$ cat src/rtl/branch_target_buffer.sv
// Direct-mapped branch target buffer with 2-bit counters.
// Zero-latency lookup from pc; updates land on the next edge.
module branch_target_buffer #(
  parameter int ENTRY_NUM = 16,
  parameter int PC_WIDTH  = 32
) (
  input  logic                clk,
  input  logic                rst,
  input  logic [PC_WIDTH-1:0] pc,
  output logic                btbHit,
  output logic [PC_WIDTH-1:0] btbPredictedPc,
  input  logic                updateEn,
  input  logic [PC_WIDTH-1:0] updatePc,
  input  logic                updateTaken,
  input  logic [PC_WIDTH-1:0] updateTarget,
  input  logic                flushAll
);

  localparam int IDX  = $clog2(ENTRY_NUM);
  localparam int TAGW = PC_WIDTH - IDX - 2;

  logic [ENTRY_NUM-1:0] valid;
  logic [TAGW-1:0]      tagMem    [ENTRY_NUM];
  logic [PC_WIDTH-1:0]  targetMem [ENTRY_NUM];
  logic [1:0]           ctrMem    [ENTRY_NUM];

  logic [IDX-1:0]  lookIdx;
  logic [IDX-1:0]  updIdx;
  logic [TAGW-1:0] lookTag;
  logic [TAGW-1:0] updTag;
  logic [1:0]      curCtr;
  logic [1:0]      ctrNext;
  logic            updMatch;
  logic            doUpd;
  logic            doAlloc;
  logic            doTrain;
  logic            unusedBits;

  assign lookIdx = pc[IDX+1:2];
  assign lookTag = pc[PC_WIDTH-1:IDX+2];
  assign updIdx  = updatePc[IDX+1:2];
  assign updTag  = updatePc[PC_WIDTH-1:IDX+2];

  // byte offset within a word never selects an entry
  assign unusedBits = ^{pc[1:0], updatePc[1:0]};

  assign btbHit = valid[lookIdx]
               && (tagMem[lookIdx] == lookTag)
               && ctrMem[lookIdx][1];

  assign btbPredictedPc = btbHit ? targetMem[lookIdx]
                                 : pc + PC_WIDTH'(4);

  assign updMatch = valid[updIdx]
                 && (tagMem[updIdx] == updTag);

  // reset and flush both squash a concurrent update
  assign doUpd   = !rst && !flushAll && updateEn;
  assign doAlloc = doUpd && !updMatch && updateTaken;
  assign doTrain = doUpd && updMatch;

  assign curCtr = ctrMem[updIdx];

  always_comb begin
    ctrNext = curCtr;
    unique case (1'b1)
      doAlloc:
        ctrNext = 2'b10;
      doTrain && updateTaken && (curCtr != 2'b11):
        ctrNext = curCtr + 2'b01;
      doTrain && !updateTaken && (curCtr != 2'b00):
        ctrNext = curCtr - 2'b01;
      default:
        ctrNext = curCtr;
    endcase
  end

  always_ff @(posedge clk) begin
    if (rst) begin
      valid <= '0;
      for (int i = 0; i < ENTRY_NUM; i++) begin
        ctrMem[i] <= 2'b01;
      end
    end else begin
      if (flushAll) begin
        valid <= '0;
      end else if (doAlloc) begin
        valid[updIdx] <= 1'b1;
      end
      if (doAlloc || doTrain) begin
        ctrMem[updIdx] <= ctrNext;
      end
    end
  end

  always_ff @(posedge clk) begin
    if (doAlloc) begin
      tagMem[updIdx] <= updTag;
    end
    if (doAlloc || (doTrain && updateTaken)) begin
      targetMem[updIdx] <= updateTarget;
    end
  end

endmodule

$ cat config.mk
export PLATFORM = sky130hd
export DESIGN_NAME = branch_target_buffer
export DESIGN_NICKNAME = d
export VERILOG_FILES = /design/src/rtl/branch_target_buffer.sv
export SDC_FILE = /design/constraint.sdc
export NUM_CORES = 1
export LEC_CHECK = 0
export CAP_MARGIN = 20
export CORE_ASPECT_RATIO = 2
export CORE_UTILIZATION = 60
export CTS_CLUSTER_DIAMETER = 60
export DETAILED_ROUTE_END_ITERATION = 7
export PLACE_DENSITY = 0.78
export SYNTH_ARGS = -nofsm -noshare
export SYNTH_HDL_FRONTEND = slang
export SYNTH_SLANG_ARGS = --single-unit
export TNS_END_PERCENT = 30
$ cat constraint.sdc
create_clock -name clk -period 14.7 [get_ports clk]
set_input_delay 1.47 -clock clk [delete_from_list [all_inputs] [get_ports clk]]
set_output_delay 1.47 -clock clk [all_outputs]
set_load 0.005 [all_outputs]
==> summary.md <==
| Metric | Value |
|---|---|
| Min-delay src | `valid[0]$_SDFFE_PP0P_` |
| FF+latch count, synth | `976` |
| Fin crit share | `56.2%` |
| RSZ-0062 raised after global routing | `false` |
| Worst setup EP type | `output pin` |
| Xor-xnor portion of the synthesized cell area | `1.74%` |
| Main combinational cell family by area after synthesis | `multiplexers` |
| Hold EP | `valid[0]$_SDFFE_PP0P_` |
| Rel. slew slack | `17.0%` |
| DRC violations left | `0` |
| Worst hold slack | `482 ps` |
| Least-Margin Pin Slew | `1230 ps` |
| Hold Path Cell Cnt | `1` |
| Initial antenna violation count | `6` |
| Top_reg_cell synth | `edfxtp_1` |
| Layout area overhead | `11.9%` |
| Syn nets | `2221` |
| Number of synthesized flops with an enable pin | `960` |
| Die Y-Extent | `378 um` |
| CTS Buffer Depth | `3` |
| CTS buffer count | `80` |
| Most frequent cell after synthesis | `edfxtp_1` |
| Post-CTS Setup Bufs | `0` |
| Crit path required time | `13230 ps` |
| FP Rows | `137` |
| Static leakage | `14.8 nW` |
| Layout cells sized above 1 | `26.2%` |
| Synth Cell Area | `42300 sq um` |
| Clock skew | `17.8 ps` |
| Hold buffer count at cts | `0` |
| CTS tree | `done` |
| Die W | `190 um` |
| Critical Path Fanout Max | `122` |
| Fin. Hold Viols | `0` |
| FF-to-FF setup slack | `9990 ps` |
| Post-Synthesis Cells | `2119` |
| Root buf cell | `clkbuf_16` |
| First-pass GRT wire length | `163 mm` |
| DR WL/cell | `35.5 um` |
| R2R depth | `9` |
| Clock sink count | `976` |
| DR iter-0 viols | `2837` |
| Critical R2R Capture | `tagMem[7][12]$_DFFE_PP_` |
| Final Util | `67.9%` |
| Status | `finished, final reports clean` |
| Max-Cap Viols | `0` |
| CP Class | `in -> out` |
| Clock transition at path regs | `70 ps` |
| Fillers | `4277` |
| Num ports | `134` |
| Core area | `69800 sq um` |
| Antenna viol nets, final | `0` |
| Area leader, netlist | `edfxtp_1` |
| Drt first pass iters | `6` |
| Layout Nets | `2365` |
| Adder-cell share of the synthesized area | `0.0296%` |
| Avg Synthesized Cell Area | `20.0 sq um` |
| I/O Buffers | `131` |
| Yosys Warn Count | `0` |
| Post-cts sizing count | `0` |
| Synth unique cells | `60` |
| CTS HTree Levels | `3` |
| Fmax | `121 MHz` |
| Max Slew Vio Count | `0` |
| Setup TNS | `0 ps` |
| RR Startpoint | `tagMem[10][0]$_DFFE_PP_` |
| Grt ovf | `0` |
| Drt via density | `7.26` |
| Dpl cell area | `44900 sq um` |
| WP data arrival | `6800 ps` |
| Vias in the first global route | `24300` |
| Cell Pwr Density | `117 nW/um^2` |
| Via count | `23400` |
| Overall routing resource usage | `32.8%` |
| Setup violators final | `0` |
| Design Area, Final | `47400 sq um` |
| Hpwl dp | `67.4 mm` |
| Synth area leaders | `edfxtp_1 68%, mux4_2 19%, mux2i_1 2.6%` |
| Synth async-reset ratio | `0%` |
| Commonest cells in the synthesized netlist | `960 x edfxtp_1, 364 x mux4_2, 108 x mux2i_1` |
| Final worst path period need | `8270 ps` |
| Critical path startpoint category | `input port` |
| Area of the die | `71700 sq um` |
| Synth Area in Simple Gates | `3.04%` |
| Hold Path Class | `reg -> reg` |
| Area fraction of the dominant cell type after synthesis | `68.1%` |
| Final WL | `115 mm` |
| Largest net degree at the start of global routing | `123` |
| Max VDD drop | `123 uV` |
| Mux share of post-synthesis cell area | `22.2%` |
| Register area share after synthesis | `68.9%` |
| Pwr Total | `5.56 mW` |
| Insertion delay to the later sink of the worst-skew pair | `670 ps` |
| GPL Wtd Cong | `0.923` |
| Initial Util | `60.7%` |
| Synth Area in Compound Gates | `2.64%` |
==> cells in the final DEF, fill, tap and decap left out, types with 13 or more instances in the layout <==
cell type / Yosys / final
mux4_2: 364 / 364
clkinv_2: 0 / 19
nor2_1: 77 / 61
nand2_1: 90 / 90
o21ai_0: 14 / 14
o21a_1: 22 / 22
nand4_1: 13 / 13
edfxtp_1: 960 / 960
nand3_1: 22 / 21
dfxtp_1: 16 / 16
xnor2_1: 52 / 52
clkbuf_16: 0 / 80
nor2_4: 0 / 16
clkdlybuf4s50_1: 0 / 124
clkinv_1: 0 / 18
buf_4: 7 / 63
a22oi_1: 33 / 33
xor2_1: 32 / 32
mux2i_1: 108 / 108
a21oi_1: 37 / 37
nor3_1: 30 / 20
==> worst max-delay path, cell delays in order <==
cell and delay, ps:
buf_8 600, buf_12 730, mux4_2 610, mux4_2 620
xnor2_1 330, nand4_1 160, nor4b_1 420, nand3_2 120
buf_4 340, a21oi_1 560, clkdlybuf4s50_1 610
==> layout make-up <==
type                       instances  area, sq um  share of cell area [%]
timing repair buffer             194         1820                    3.84
antenna                            1         2.50                 0.00528
clock buffer                      86         2020                    4.27
inverter                           5         18.8                  0.0396
clock inverter                    53          427                   0.901
sequential                       976        29100                    61.5
tap                              903         1130                    2.39
multi-input combinational       1006        12800                    27.0
==> flip-flops by register name, indices dropped and copies added, names as in the netlist <==
name / flops
targetMem: 512
tagMem: 416
ctrMem: 32
valid: 16
==> metal layers <==
metal / vias up / part of all wire, % / wire [um] / track usage (%)
li1: 9171 / - / - / -
met1: 12200 / 33 / 37600 / 39.0
met2: 1656 / 51 / 58400 / 54.9
met3: 393 / 9.1 / 10400 / 5.67
met4: 8 / 7.1 / 8100 / 22.0
met5: - / 0.039 / 45 / 0
==> stage by stage <==
stage / setup slack (ps) / cells
2_1_floorplan: 7960 / 2119
3_3_place_gp: 6430 / 3080
3_5_place_dp: 6440 / 3082
4_1_cts: 6370 / 3221
5_1_grt: 6110 / 3224
6_report: 6430 / 3224
==> worst max-delay path by stage <==
| stage | depth (start not counted) | end | startpoint | slack [ps] |
|---|---|---|---|---|
| 2_1_floorplan | 12 | tagMem[10][0]$_DFFE_PP_ | updatePc[5] | 7960 |
| 3_3_place_gp | 12 | btbPredictedPc[3] | pc[2] | 6430 |
| 3_5_place_dp | 12 | btbPredictedPc[3] | pc[2] | 6440 |
| 4_1_cts | 12 | btbPredictedPc[3] | pc[2] | 6370 |
| 5_1_grt | 12 | btbPredictedPc[3] | pc[2] | 6110 |
| 6_report | 11 | btbPredictedPc[8] | pc[2] | 6430 |
==> cell families (layout without fill, tap and decap cells) <==
logic type / Yosys count / count (layout)
DFF: 976 / 976
and+or+nand+nor: 278 / 278
buffers and inverters: 137 / 338
muxes: 484 / 484
other: 0 / 1
AOI/OAI and AO/OA: 159 / 159
xor gates and xnor gates: 84 / 84
adders and majority gates: 1 / 1
==> where the power goes <==
part,total (mW),switching (mW),internal [mW]
combinational,0.423,0.241,0.182
clock,2.07,1.00,1.06
sequential,3.07,0.00534,3.07
total,5.56,1.25,4.31
No activity file was read; power rests on OpenSTA's default activity.
